$ cat src/rtl/cpu_pkg.sv
// cpu_pkg: shared opcodes, ALU encodings, FSM states and instruction field positions
package cpu_pkg;
  localparam logic [7:0] OP_MOVI = 8'h00;
  localparam logic [7:0] OP_MOVR = 8'h01;
  localparam logic [7:0] OP_ADD  = 8'h02;
  localparam logic [7:0] OP_SUB  = 8'h03;
  localparam logic [7:0] OP_AND  = 8'h04;
  localparam logic [7:0] OP_OR   = 8'h05;
  localparam logic [2:0] ALU_MOV    = 3'b000;
  localparam logic [2:0] ALU_ADDSUB = 3'b001;
  localparam logic [2:0] ALU_AND    = 3'b010;
  localparam logic [2:0] ALU_OR     = 3'b011;
  localparam int OPC_MSB = 31;
  localparam int OPC_LSB = 24;
  localparam int RD_MSB  = 23;
  localparam int RD_LSB  = 16;
  localparam int RS1_MSB = 15;
  localparam int RS1_LSB = 8;
  localparam int RS2_MSB = 7;
  localparam int RS2_LSB = 0;
  typedef enum logic [2:0] {FETCH, DECODE, EXEC, WB, HALT} state_t;
endpackage

$ cat src/rtl/cpu_ctrl_if.sv
// cpu_ctrl_if: instruction-memory fetch handshake between controller and memory
interface cpu_ctrl_if;
  logic        req;
  logic [31:0] addr;
  logic        ack;
  logic [31:0] data;
  modport master(output req, addr, input ack, data);
  modport slave(input req, addr, output ack, data);
endinterface

$ cat src/rtl/cpu_decode.sv
// cpu_decode: combinational opcode to ALU control mapping
module cpu_decode
  import cpu_pkg::*;
(
  input  logic [7:0] opcode,
  output logic [2:0] alu_op,
  output logic       immediate_flag,
  output logic       add_flag,
  output logic       legal
);
  always_comb begin
    legal          = opcode <= OP_OR;
    immediate_flag = opcode == OP_MOVI;
    add_flag       = opcode != OP_SUB;
    alu_op         = (opcode == OP_ADD || opcode == OP_SUB) ? ALU_ADDSUB :
                     opcode == OP_AND ? ALU_AND :
                     opcode == OP_OR  ? ALU_OR  : ALU_MOV;
  end
endmodule

$ cat src/rtl/cpu_ctrl.sv
// cpu_ctrl: fetch/decode/exec/writeback controller with sticky halt on illegal opcode
module cpu_ctrl
  import cpu_pkg::*;
#(
  parameter logic [31:0] RESET_PC = 32'h0000_0000
) (
  input  logic              clk,
  input  logic              rst,
  cpu_ctrl_if.master        imem,
  output logic [31:0]       pc,
  output logic [2:0]        alu_op,
  output logic              immediate_flag,
  output logic              add_flag,
  output logic              rf_we,
  output logic [7:0]        rd_addr,
  output logic [7:0]        rs1_addr,
  output logic [7:0]        rs2_addr,
  output logic [7:0]        imm,
  output logic              halted
);
  state_t      r_state;
  logic [31:0] r_pc, r_ir;
  logic [2:0]  r_alu_op;
  logic        r_imm_flag, r_add_flag, r_we, r_halted;
  logic [7:0]  w_op;
  logic [2:0]  w_alu_op;
  logic        w_imm_flag, w_add_flag, w_legal;
  // decoding the incoming word at accept makes controls visible already in DECODE
  assign w_op = r_state == FETCH ? imem.data[OPC_MSB:OPC_LSB] : r_ir[OPC_MSB:OPC_LSB];
  cpu_decode u_decode (
    .opcode(w_op), .alu_op(w_alu_op), .immediate_flag(w_imm_flag),
    .add_flag(w_add_flag), .legal(w_legal)
  );
  assign imem.req       = r_state == FETCH && !rst;
  assign imem.addr      = r_pc;
  assign pc             = r_pc;
  assign alu_op         = r_alu_op;
  assign immediate_flag = r_imm_flag;
  assign add_flag       = r_add_flag;
  assign rf_we          = r_we;
  assign halted         = r_halted;
  assign rd_addr        = r_ir[RD_MSB:RD_LSB];
  assign rs1_addr       = r_ir[RS1_MSB:RS1_LSB];
  assign rs2_addr       = r_ir[RS2_MSB:RS2_LSB];
  assign imm            = r_ir[RS2_MSB:RS2_LSB];
  always_ff @(posedge clk) begin
    if (rst) begin
      r_state    <= FETCH;
      r_pc       <= RESET_PC;
      r_ir       <= '0;
      r_alu_op   <= ALU_MOV;
      r_imm_flag <= 1'b0;
      r_add_flag <= 1'b1;
      r_we       <= 1'b0;
      r_halted   <= 1'b0;
    end else begin
      r_we <= 1'b0;
      case (r_state)
        FETCH: if (imem.ack) begin
          r_ir       <= imem.data;
          r_alu_op   <= w_alu_op;
          r_imm_flag <= w_imm_flag;
          r_add_flag <= w_add_flag;
          r_state    <= DECODE;
        end
        DECODE: begin
          r_halted <= ~w_legal;
          r_state  <= w_legal ? EXEC : HALT;
        end
        EXEC: begin
          r_we    <= 1'b1;
          r_state <= WB;
        end
        WB: begin
          r_pc    <= r_pc + 32'd4;
          r_state <= FETCH;
        end
        default: r_state <= HALT;
      endcase
    end
  end
endmodule

$ cat src/flat_wrapper.sv
// flat-port wrapper written by rule: the top's interface ports become plain ports
module cpu_ctrl_flat import cpu_pkg::*;
#(
  parameter logic [31:0] RESET_PC = 32'h0000_0000
)
  (clk, rst, pc, alu_op, immediate_flag, add_flag, rf_we, rd_addr, rs1_addr, rs2_addr, imm, halted, imem_req, imem_addr, imem_ack, imem_data);
  cpu_ctrl_if imem_i ();
  input  logic clk;
  input  logic rst;
  output logic [31:0] pc;
  output logic [2:0] alu_op;
  output logic immediate_flag;
  output logic add_flag;
  output logic rf_we;
  output logic [7:0] rd_addr;
  output logic [7:0] rs1_addr;
  output logic [7:0] rs2_addr;
  output logic [7:0] imm;
  output logic halted;
  output wire logic [$bits(imem_i.req)-1:0] imem_req;
  output wire logic [$bits(imem_i.addr)-1:0] imem_addr;
  input wire logic [$bits(imem_i.ack)-1:0] imem_ack;
  input wire logic [$bits(imem_i.data)-1:0] imem_data;
  assign imem_req = imem_i.req;
  assign imem_addr = imem_i.addr;
  assign imem_i.ack = imem_ack;
  assign imem_i.data = imem_data;
  cpu_ctrl #(.RESET_PC(RESET_PC)) u_core (.clk(clk), .rst(rst), .imem(imem_i), .pc(pc), .alu_op(alu_op), .immediate_flag(immediate_flag), .add_flag(add_flag), .rf_we(rf_we), .rd_addr(rd_addr), .rs1_addr(rs1_addr), .rs2_addr(rs2_addr), .imm(imm), .halted(halted));
endmodule
$ cat config.mk
export PLATFORM = sky130hd
export DESIGN_NAME = cpu_ctrl_flat
export DESIGN_NICKNAME = d
export VERILOG_FILES = /design/src/rtl/cpu_pkg.sv /design/src/rtl/cpu_ctrl_if.sv /design/src/rtl/cpu_decode.sv /design/src/rtl/cpu_ctrl.sv /design/src/flat_wrapper.sv
export SDC_FILE = /design/constraint.sdc
export NUM_CORES = 1
export LEC_CHECK = 0
export ABC_AREA = 1
export CELL_PAD_IN_SITES_DETAIL_PLACEMENT = 2
export CELL_PAD_IN_SITES_GLOBAL_PLACEMENT = 2
export CORE_ASPECT_RATIO = 1.25
export CORE_MARGIN = 2
export CORE_UTILIZATION = 24
export CTS_BUF_LIST = sky130_fd_sc_hd__clkbuf_4 sky130_fd_sc_hd__clkbuf_8
export DETAILED_ROUTE_END_ITERATION = 7
export PLACE_DENSITY = 0.83
export SYNTH_ARGS = -nofsm -noshare
export SYNTH_HDL_FRONTEND = slang
export SYNTH_HIERARCHICAL = 1
export SYNTH_SLANG_ARGS = --single-unit
$ cat constraint.sdc
create_clock -name clk -period 2.3 [get_ports clk]
set_clock_uncertainty 0.2 [all_clocks]
set_input_delay 0.575 -clock clk [delete_from_list [all_inputs] [get_ports clk]]
set_output_delay 0.575 -clock clk [all_outputs]
set_load 0.02 [all_outputs]
==> After elaboration in Yosys (flattened, before gate mapping) <==
Cells that the tools add are included.
{ "classes": {"addsub": 1, "multipliers": 0, "n_div": 0, "order_cmp": 1, "eq_ne": 9, "n_shift": 0, "n_mux": 8, "bitwise_logic": 1, "n_reduce_logical": 6} }
{ "op_table": {"columns": ["cell", "count"], "rows": [
  ["adder 32 x 3 -> 32 bit (second input constant)", 1],
  ["== test 8 x 2 -> 1 bit (second input constant)", 2],
  ["== test 8 x 3 -> 1 bit (second input constant)", 2],
  ["one-hot mux 3 bit (4 select lines)", 1],
  ["<= comparator 8 x 3 -> 1 bit (second input constant)", 1],
  ["logical NOT 8 bit", 1],
  ["2-to-1 mux 8 bit", 1],
  ["!= test 8 x 2 -> 1 bit (second input constant)", 1],
  ["== test 3 x 2 -> 1 bit (second input constant)", 2],
  ["2-to-1 mux 2 bit", 3],
  ["2-to-1 mux 3 bit", 2],
  ["== test 3 x 1 -> 1 bit (second input constant)", 1],
  ["logical NOT 3 bit", 1],
  ["!= test 2 bit (second input constant)", 1],
  ["AND reduction 2 bit", 1],
  ["logical AND 1 bit", 1],
  ["logical NOT 1 bit", 1],
  ["logical OR 1 bit", 1],
  ["2-to-1 mux 1 bit", 1],
  ["inverter 1 bit", 1]
]} }
{ "totals": {"register_bits": 74, "latchBits": 0, "mem_bits_rw": 0, "romBits": 0, "in_bits": 35, "out_inout_bits": 104, "wordCells": 34, "mem_count": 0} }

==> Depth between registers and ports, before layout <==
Gate-level depths: netlist (run 1).
{ "depth": {"depth_word": 6, "depth_mapped": 14, "depth_no_buf": 13} }

==> Hierarchy <==
Netlist (run 1), hierarchy kept.
{ "modules_own_cells": {"columns": ["module", "instances", "cells_per_inst", "area_each_um2", "seq_area_each_um2"], "rows": [
  ["cpu_ctrl", 1, 518, 3667.3, 1441.4],
  ["cpu_decode", 1, 29, 136.4, 0.0]
]} }

==> Worst setup path after synthesis (run 1) <==
No wires, ideal clock.
{ "synth_timing": {"kind": "reg2reg", "from": "register u_core.r_state[0]", "to": "register u_core.r_state[2]", "setup_time_ns": 0.070, "arrival_ns": 1.721, "required_time_ns": 2.030, "slack_ns": 0.309, "stages_incl_launch_ff": 13, "cell_sequence": "dfxtp_1 inv_1 nand2_2 inv_4 clkbuf_1 o21ai_0 inv_1 nand2_1 nor2_1 nand2_1 o21ai_1 nand3b_1 a21oi_1"} }
{ "synth_between": {"elab_chain_len": 5} }
{ "synth_lines": {"columns": ["element", "line", "rtl"], "rows": [
  ["start: declaration", "cpu_ctrl.sv:21", "state_t r_state;"],
  ["start signal: assignment", "cpu_ctrl.sv:68", "r_state <= w_legal ? EXEC : HALT;"],
  ["logical NOT 3 bit", "cpu_ctrl.sv:29", "assign w_op = r_state == FETCH ? imem.data[OPC_MSB:OPC_LSB] : r_ir[OPC_MSB:OPC_LSB];"],
  ["2-to-1 mux 8 bit", "cpu_ctrl.sv:29", null],
  ["named net u_core.w_op[1]", "cpu_ctrl.sv:25", "logic [7:0] w_op;"],
  ["<= comparator 8 x 3 -> 1 bit", "cpu_decode.sv:12", "legal = opcode <= OP_OR;"],
  ["named net u_core.w_legal", "cpu_ctrl.sv:27", "logic w_imm_flag, w_add_flag, w_legal;"],
  ["2-to-1 mux 3 bit", "cpu_ctrl.sv:68", null],
  ["one-hot mux 3 bit (4 select lines)", "cpu_ctrl.sv:58", "case (r_state)"]
]} }
The timed path passes the listed nets, and every way through them passes these cells.
A chain may end at the register's enable or synchronous reset.

==> Final worst setup path (run 1) <==
{ "layout_timing": {"from": "register u_core.r_pc[6], in the netlist u_core/imem.addr[6]", "to": "output port imem_addr[6]"} }
{ "layout_lines": {"columns": ["element", "line", "rtl"], "rows": [
  ["start: declaration", "cpu_ctrl.sv:22", "logic [31:0] r_pc, r_ir;"],
  ["start signal: assignment", "cpu_ctrl.sv:75", "r_pc <= r_pc + 32'd4;"],
  ["end: declaration", "flat_wrapper.sv:21", "output wire logic [$bits(imem_i.addr)-1:0] imem_addr;"]
]} }
No word-level cell between the ends.

==> out/summary.log, run 1 <==
INFO  status         run_status=finished clean
INFO  synth          synth.distinct_cells=30
INFO  synth          yosysTopAreaCell=sky130_fd_sc_hd__dfxtp_1
INFO  power_and_ir_drop power=3.453mW
INFO  power_and_ir_drop pwr_dens=659.3nW/um^2
INFO  timing         final_critical_path_setup_slack=0.07619ns
INFO  place          post-dp-hpwl=10000microns
INFO  timing         max_clock_freq=0.4497GHz
INFO  detailed_routing wl_per_cell=15.21microns
INFO  synth          syn-cell-area=3804squm
INFO  setup_path     cp_data_arrival_time=1.45ns
INFO  grt            grt_start_max_net_pins=40
INFO  detailed_routing drt_iter0_markers=111
INFO  setup_path     worst-path-max-fanout=7
INFO  timing         hold_viol=0
INFO  floorplan      design.portCount=139
INFO  detailed_routing wirelength=12820microns
INFO  setup_path     reg2reg_depth=11
INFO  cts            tritoncts_clock_tree=yes
INFO  cts            clockRootBuffer=sky130_fd_sc_hd__clkbuf_8
INFO  synth          synth-warning-count=6
INFO  floorplan      site_rows=51
INFO  place          globalplace.congestion=0.7591
INFO  cts            clock_latency=0.34ns
INFO  setup_path     ff2ff_setup_slack=0.20ns
INFO  timing         final_number_of_setup_violating_endpoints=0
INFO  floorplan      starting_density=24.43%
INFO  final_layout   share_of_layout_cells_above_drive_strength_1=9.033%
INFO  synth          synth_top_flop_cell=sky130_fd_sc_hd__dfxtp_1
INFO  final_layout   syn_to_final_growth=37.70%
INFO  synth          most_repeated_cell_in_the_gate_level_netlist_after_synthesis=sky130_fd_sc_hd__nand2_1
INFO  detailed_routing postRouteAntennaNets=0
INFO  grt            global_route.usage.total=15.42%
INFO  grt            first_global_vias=4022
INFO  detailed_routing routed_via_density=4.488
INFO  setup_path     start_kind=register
INFO  min_path       worst_hold_path_type=register to register
INFO  timing         grt_setup_unrepaired=yes
INFO  power_and_ir_drop leakage=2.195nW
INFO  floorplan      floorplan.die.height=144.8microns
INFO  timing         layout_min_cycle_time=2.224ns
INFO  floorplan      floorplan.core_area=15570squm
INFO  synth          synth_edf_count=0
INFO  final_layout   nNetsFinal=663
INFO  setup_path     timing.critical_path.required=1.52ns
INFO  timing         finalSetupTns=0ns
INFO  setup_path     path_class=register to output port
INFO  synth          top_cell_type_s_share_of_synthesized_area=37.89%
INFO  setup_path     cp_num_buf_inv=1
INFO  synth          ys_ff_latch=72
INFO  min_path       hold_worst_path_end=u_core/r_ir[31]
INFO  cts            cts_post_setup_buffers_inserted=0
INFO  cts            clk_pin_slew=0.07ns
INFO  cts            number_of_h_tree_levels=3
INFO  final_layout   num-fill-cells=1895
INFO  detailed_routing vias=3783
INFO  synth          synth-seq-area-share=37.89%
INFO  grt            grt_pass1_wl=20310microns
INFO  cts            cts-hold-fix-buffers=0
INFO  power_and_ir_drop ir_drop_worst_case_vdd=0.0002103V
INFO  synth          cells_after_synth=547
INFO  synth          synthArstFlopShare=0%
INFO  synth          yosys-top-cells-count=sky130_fd_sc_hd__nand2_1 (133), sky130_fd_sc_hd__dfxtp_1 (72), sky130_fd_sc_hd__buf_4 (67)
INFO  synth          synth_area_leaders=sky130_fd_sc_hd__dfxtp_1 (38%), sky130_fd_sc_hd__buf_4 (13%), sky130_fd_sc_hd__nand2_1 (13%)
INFO  min_path       timing.hold.worst.start=u_core/r_ir[31]
INFO  setup_path     timing.critical_path.slowest_stage_cell=sky130_fd_sc_hd__clkdlybuf4s50_1
INFO  timing         hold_slack=0.2606ns
INFO  setup_path     timing.critical_path.to_type=output port
INFO  cts            number_of_buffers_created_by_cts=9
INFO  cts            clock_tree.buffer_depth=2
INFO  setup_path     r2r_start=u_core/r_state[2]
INFO  place          buffer_ports.inserted=134
INFO  setup_path     cp_slowest_stage_delay=0.65ns
INFO  synth          post_synth.cell_area_avg=6.954squm
INFO  timing         final_period_utilization=96.69%
INFO  floorplan      die-width=116.6microns
INFO  setup_path     r2r_end=u_core/r_state[1]
INFO  grt            grt.overflow.total=0
INFO  cts            tritoncts_num_sinks=72
INFO  setup_path     critical_path.top_delay_family=buffers and inverters
INFO  detailed_routing drc=0
INFO  setup_path     critical_path.cell_chain=clkdlybuf4s50_1
INFO  flow_run       drv.max_cap_violation_count=0
INFO  detailed_routing firstDrtPassIters=4
INFO  final_layout   antenna_cells_inserted=0
INFO  timing         final-max-slew-violation-count=0
INFO  place          dpl_worst_slack=-0.1996ns
INFO  min_path       holdPathStages=2
INFO  grt            antenna_violations_before_repair=0
INFO  floorplan      die_area=16880squm
## placed cells by master, fill, tap and decap left out, types with 4 or more instances in the layout
cell type,instances
sky130_fd_sc_hd__nand3_1,23
sky130_fd_sc_hd__clkbuf_8,13
sky130_fd_sc_hd__inv_1,46
sky130_fd_sc_hd__clkdlybuf4s50_1,116
sky130_fd_sc_hd__conb_1,5
sky130_fd_sc_hd__dlymetal6s2s_1,14
sky130_fd_sc_hd__nand4_1,12
sky130_fd_sc_hd__o21ai_0,26
sky130_fd_sc_hd__dfxtp_1,71
sky130_fd_sc_hd__o21ai_1,5
sky130_fd_sc_hd__nor2_2,11
sky130_fd_sc_hd__nand2_2,4
sky130_fd_sc_hd__a21oi_1,52
sky130_fd_sc_hd__inv_2,4
sky130_fd_sc_hd__buf_4,13
sky130_fd_sc_hd__nand2_1,133
sky130_fd_sc_hd__nor2_1,55
## kinds of logic (layout without fill, tap and decap cells)
logic type,after synthesis,in the layout,share of synthesized area [%]
buffers and inverters,134,215,20.69
AO/OA/AOI/OAI,85,85,11.28
AND/OR/NAND/NOR,249,249,28.68
flip-flops,72,72,37.89
other,2,5,0.1974
XOR/XNOR,4,4,0.9212
adder cells (fa/ha/maj),1,1,0.3289
## cell type report
type | instances | area [sq um] | share of cell area, %
clock buffers | 13 | 178.9 | 3.416
clock inverters | 2 | 60.06 | 1.147
inverters | 51 | 193.9 | 3.703
multi-input cells | 344 | 1587 | 30.29
flip-flops and latches | 72 | 1443 | 27.54
well taps | 212 | 265.3 | 5.064
repair buffers | 149 | 1510 | 28.83
## sequential cells by signal (all words and copies together) (netlist names)
| register | flops |
|---|---|
| u_core/alu_op | 3 |
| u_core/add_flag | 1 |
| u_core/r_ir | 32 |
| u_core/r_state | 3 |
| u_core/rf_we | 1 |
| u_core/immediate_flag | 1 |
| u_core/halted | 1 |
| u_core/imem.addr | 30 |
## metal layers
layer / wire, microns / track usage (%)
met1: 4929 / 16.07
met2: 7142 / 30.78
met3: 575 / 2.707
met4: 171 / 4.706
met5: 0 / 0
## how the worst max path moves through the flow
stage                     cells after the start                 to            startpoint  slack, ns
after floorplan                              12  u_core/r_state[2]     u_core/r_state[0]       0.31
after global placement                        3           imem_req                   rst      -0.19
after detailed placement                      3           imem_req                   rst      -0.20
after CTS                                     1      imem_addr[21]  u_core/imem.addr[21]       0.01
after global routing                         12      u_core/halted     u_core/r_state[2]     -0.004
final                                         1       imem_addr[6]   u_core/imem.addr[6]       0.08
## repair_timing
action	in CTS	in global routing
setup endpoints to repair	4	19
gates resized for setup	4	20
pin swaps	0	0
## per-stage QoR
stage | utilization (%) | instance area (sq um) | instances
2_1_floorplan | - | 3815 | 550
3_3_place_gp | 31.89 | 4966 | 828
3_5_place_dp | 31.89 | 4966 | 828
4_1_cts | 33.40 | 5200 | 843
5_1_grt | 33.64 | 5238 | 843
6_report | 33.64 | 5238 | 843
## power breakdown
part	switching [mW]	internal, mW	leakage [nW]
clock network	0.468	0.725	0.122
registers	0.0551	1.34	0.586
logic	0.514	0.352	1.49
total	1.04	2.42	2.20
## worst register-to-register path: stages, from the launching register on
cell and delay (ns):
sky130_fd_sc_hd__dfxtp_1 0.37, sky130_fd_sc_hd__nor2_4 0.17, sky130_fd_sc_hd__nand2_2 0.11, sky130_fd_sc_hd__inv_4 0.17, sky130_fd_sc_hd__nand2_1 0.09, sky130_fd_sc_hd__o21ai_1 0.16
sky130_fd_sc_hd__nand2_2 0.13, sky130_fd_sc_hd__nor2_1 0.12, sky130_fd_sc_hd__nand2_1 0.08, sky130_fd_sc_hd__o21ai_1 0.15, sky130_fd_sc_hd__nand3_1 0.14, sky130_fd_sc_hd__a21oi_1 0.14
No activity file was read; power rests on OpenSTA's default activity.
==> run 2: changes to the inputs <==
PLACE_DENSITY = 0.89   (was 0.83)
SLEW_MARGIN = 20   (was not set)
==> run 2 against run 1 <==
Compared with the run above:
- worst setup slack lost 0.014 ns
- design area shrank 0.62%
- final cell count shrank 0.47%
- non-clock buffer count shrank 5
- critical path depth is the same
- sequential share of layout area grew 0.20 points
- maximum frequency shrank 0.62%
- wire length grew 2.5%
- utilization shrank 0.21 points
- clock-buffer cell count shrank 2
- die area is the same
- largest power group unchanged
- highest routed layer unchanged
==> out/summary.log, run 2 (same netlist as run 1, synthesis figures left out) <==
INFO  detailed_routing wl_per_cell=15.66microns [+3.0%]
INFO  place          globalplace.congestion=0.7474 [-1.5%]
INFO  setup_path     r2r_start=u_core/r_state[2]
INFO  place          buffer_ports.inserted=134 [unchanged]
INFO  detailed_routing drc=0 [unchanged]
INFO  cts            tritoncts_num_sinks=72 [unchanged]
INFO  grt            grt_pass1_wl=20600microns [+1.4%]
INFO  power_and_ir_drop power_frac_clock=36.7% [+2.2 points]
INFO  timing         relSlewSlack=66.15%
INFO  final_layout   final_cell_area=5205squm [-0.62%]
INFO  final_layout   largest_register_ffs=32 [unchanged]
INFO  final_layout   layout_common_cells=sky130_fd_sc_hd__nand2_1 (133), sky130_fd_sc_hd__clkdlybuf4s50_1 (109), sky130_fd_sc_hd__dfxtp_1 (70), sky130_fd_sc_hd__nor2_1 (55), sky130_fd_sc_hd__a21oi_1 (52)
INFO  min_path       hold_worst_path_end=u_core/r_ir[30]
INFO  setup_path     timing.critical_path.to_type=output port
INFO  power_and_ir_drop power.net_switching=1.080mW [+4.2%]
INFO  floorplan      floorplan.core_area=15570squm [unchanged]
INFO  setup_path     cp_data_arrival_time=1.46ns [about the same]
INFO  floorplan      starting_density=24.43% [unchanged]
INFO  grt            grt.overflow.total=0 [unchanged]
INFO  power_and_ir_drop seq_power_share=39.7% [-0.7 points]
INFO  setup_path     timing.critical_path.slowest_stage_cell=sky130_fd_sc_hd__clkdlybuf4s50_1
INFO  detailed_routing routed_via_density=4.532 [+0.98%]
INFO  floorplan      site_rows=51 [unchanged]
INFO  grt            grt_start_max_net_pins=40 [unchanged]
INFO  detailed_routing wirelength=13140microns [+2.5%]
INFO  final_layout   syn_to_final_growth=36.84%
INFO  cts            number_of_h_tree_levels=3 [unchanged]
INFO  setup_path     reg2reg_depth=12 [+1]
INFO  floorplan      floorplan.die.height=144.8microns [unchanged]
INFO  timing         worst_pin_slew=0.5070ns
INFO  final_layout   share_of_layout_cells_above_drive_strength_1=8.772% [-0.26 points]
INFO  timing         hold_slack=0.2539ns [-0.006705 ns]
INFO  grt            antenna_violations_before_repair=0 [unchanged]
INFO  power_and_ir_drop ir_drop_worst_case_vdd=0.0002457V [+17%]
INFO  place          post_dp_area=4903squm [-1.3%]
INFO  flow_run       drv.max_cap_violation_count=0 [unchanged]
INFO  floorplan      design.portCount=139 [unchanged]
INFO  power_and_ir_drop leakage=2.270nW [+3.4%]
INFO  detailed_routing firstDrtPassIters=4 [unchanged]
INFO  final_layout   num-fill-cells=1848 [-2.5%]
INFO  detailed_routing postRouteAntennaNets=0 [unchanged]
INFO  cts            number_of_buffers_created_by_cts=9 [unchanged]
INFO  setup_path     ff2ff_setup_slack=0.16ns [-0.04 ns]
INFO  final_layout   finalCoreUtilization=33.43% [-0.21 points]
INFO  power_and_ir_drop pwr_dens=676.1nW/um^2 [+2.5%]
INFO  cts            clk_pin_slew=0.08ns [about the same]
INFO  setup_path     r2r_end=u_core/halted
INFO  timing         max_clock_freq=0.4469GHz [-0.62%]
INFO  final_layout   nNetsFinal=658 [-0.75%]
INFO  final_layout   most_frequent_standard_cell_in_the_layout_excluding_fill_and_tap_cells=sky130_fd_sc_hd__nand2_1
INFO  setup_path     path_class=register to output port
INFO  place          post-dp-hpwl=9810microns [-1.9%]
INFO  setup_path     cp_num_buf_inv=1 [unchanged]
INFO  place          dpl_worst_slack=-0.2006ns [-0.001012 ns]
INFO  floorplan      die-width=116.6microns [unchanged]
INFO  cts            clock_tree.buffer_depth=2 [unchanged]
INFO  timing         final-max-slew-violation-count=0 [unchanged]
INFO  setup_path     critical_path.top_delay_family=buffers and inverters
INFO  final_layout   antenna_cells_inserted=0 [unchanged]
INFO  timing         final_period_utilization=97.29% [+0.60 points]
INFO  power_and_ir_drop combinationalPowerShare=23.6% [-1.5 points]
INFO  min_path       worst_hold_path_type=register to register
INFO  cts            tritoncts_clock_tree=yes
INFO  status         run_status=finished clean
INFO  timing         final_critical_path_setup_slack=0.06243ns [-0.01376 ns]
INFO  grt            first_global_vias=4156 [+3.3%]
INFO  cts            clockRootBuffer=sky130_fd_sc_hd__clkbuf_8
INFO  power_and_ir_drop internal-power=2.439mW [+0.93%]
INFO  setup_path     worst-path-max-fanout=7 [unchanged]
INFO  final_layout   regMostFlops=u_core/r_ir
INFO  setup_path     timing.critical_path.required=1.52ns [about the same]
INFO  timing         hold_viol=0 [unchanged]
INFO  floorplan      die_area=16880squm [unchanged]
INFO  setup_path     cp_slowest_stage_delay=0.65ns [about the same]
INFO  min_path       timing.hold.worst.start=u_core/r_ir[30]
INFO  grt            global_route.usage.total=15.80% [+0.37 points]
INFO  detailed_routing drt_iter0_markers=100 [-9.9%]
INFO  power_and_ir_drop fraction_of_power_spent_switching_nets=30.68% [+0.67 points]
INFO  detailed_routing vias=3802 [+0.50%]
INFO  cts            clock_latency=0.37ns [+0.03 ns]
INFO  timing         layout_min_cycle_time=2.238ns [+0.01376 ns]
INFO  min_path       holdPathStages=2 [unchanged]
INFO  timing         final_number_of_setup_violating_endpoints=0 [unchanged]
INFO  setup_path     critical_path.cell_chain=clkdlybuf4s50_1
INFO  cts            cts-hold-fix-buffers=0 [unchanged]
INFO  setup_path     start_kind=register
-- run 2: cell count changes in the layout (fill, tap and decap cells not counted), moves of 2 or more --
cell                              previous run  this run
sky130_fd_sc_hd__clkdlybuf4s50_1           116       109
sky130_fd_sc_hd__dlymetal6s2s_1             14        19
sky130_fd_sc_hd__buf_4                      13        10
sky130_fd_sc_hd__buf_12                      2         0
sky130_fd_sc_hd__clkbuf_8                   13        11
sky130_fd_sc_hd__dlygate4sd2_1               3         5
sky130_fd_sc_hd__o21ai_1                     5         3
-- run 2: power by group through the flow --
stage | Sequential, mW | Clock (mW) | Combinational [mW]
floorplan | 1.42 | 0 | 0.581
global placement | 1.42 | 0 | 0.782
detailed placement | 1.43 | 0 | 0.830
CTS | 1.40 | 1.33 | 0.839
global route | 1.41 | 1.38 | 0.918
finish | 1.40 | 1.29 | 0.831
-- run 2: final cells by class --
class	instances	area, sq um	area share [%]
Inverter	51	193.9	3.726
Multi-Input combinational cell	344	1590	30.55
Sequential cell	72	1444	27.74
Clock buffer	11	151.4	2.909
Timing Repair Buffer	144	1458	28.00
Tap cell	212	265.3	5.096
Clock inverter	5	102.6	1.971
-- run 2: layer usage --
| metal | share of wire, % | GRT usage [%] | routed length, microns |
|---|---|---|---|
| met3 | 5.4 | 2.999 | 703 |
| met4 | 2.1 | 6.687 | 281 |
| met2 | 56 | 31.24 | 7369 |
| met1 | 36 | 15.79 | 4781 |
| met5 | 0 | 0 | 0 |
-- run 2: worst max-delay path by stage --
stage,start,endpoint,cells after the start
global route,u_core/imem.addr[29],imem_addr[29],1
detailed placement,rst,imem_req,3
finish,u_core/imem.addr[4],pc[4],1
floorplan,u_core/r_state[0],u_core/r_state[2],12
global placement,rst,imem_req,3
CTS,u_core/imem.addr[18],imem_addr[18],1
-- run 2: timing repair --
item / in CTS / in global routing
buffers inserted: 0 / 0
gates resized for setup: 9 / 23
endpoints found under the setup margin: 11 / 25
-- run 2: metrics by stage --
stage           TNS, ns  instances  power [mW]
2_1_floorplan         0        550       2.004
6_report              0        839       3.519
3_3_place_gp    -0.3747        823       2.198
5_1_grt        -0.02156        839       3.709
4_1_cts               0        839       3.565
3_5_place_dp     -2.118        823       2.256
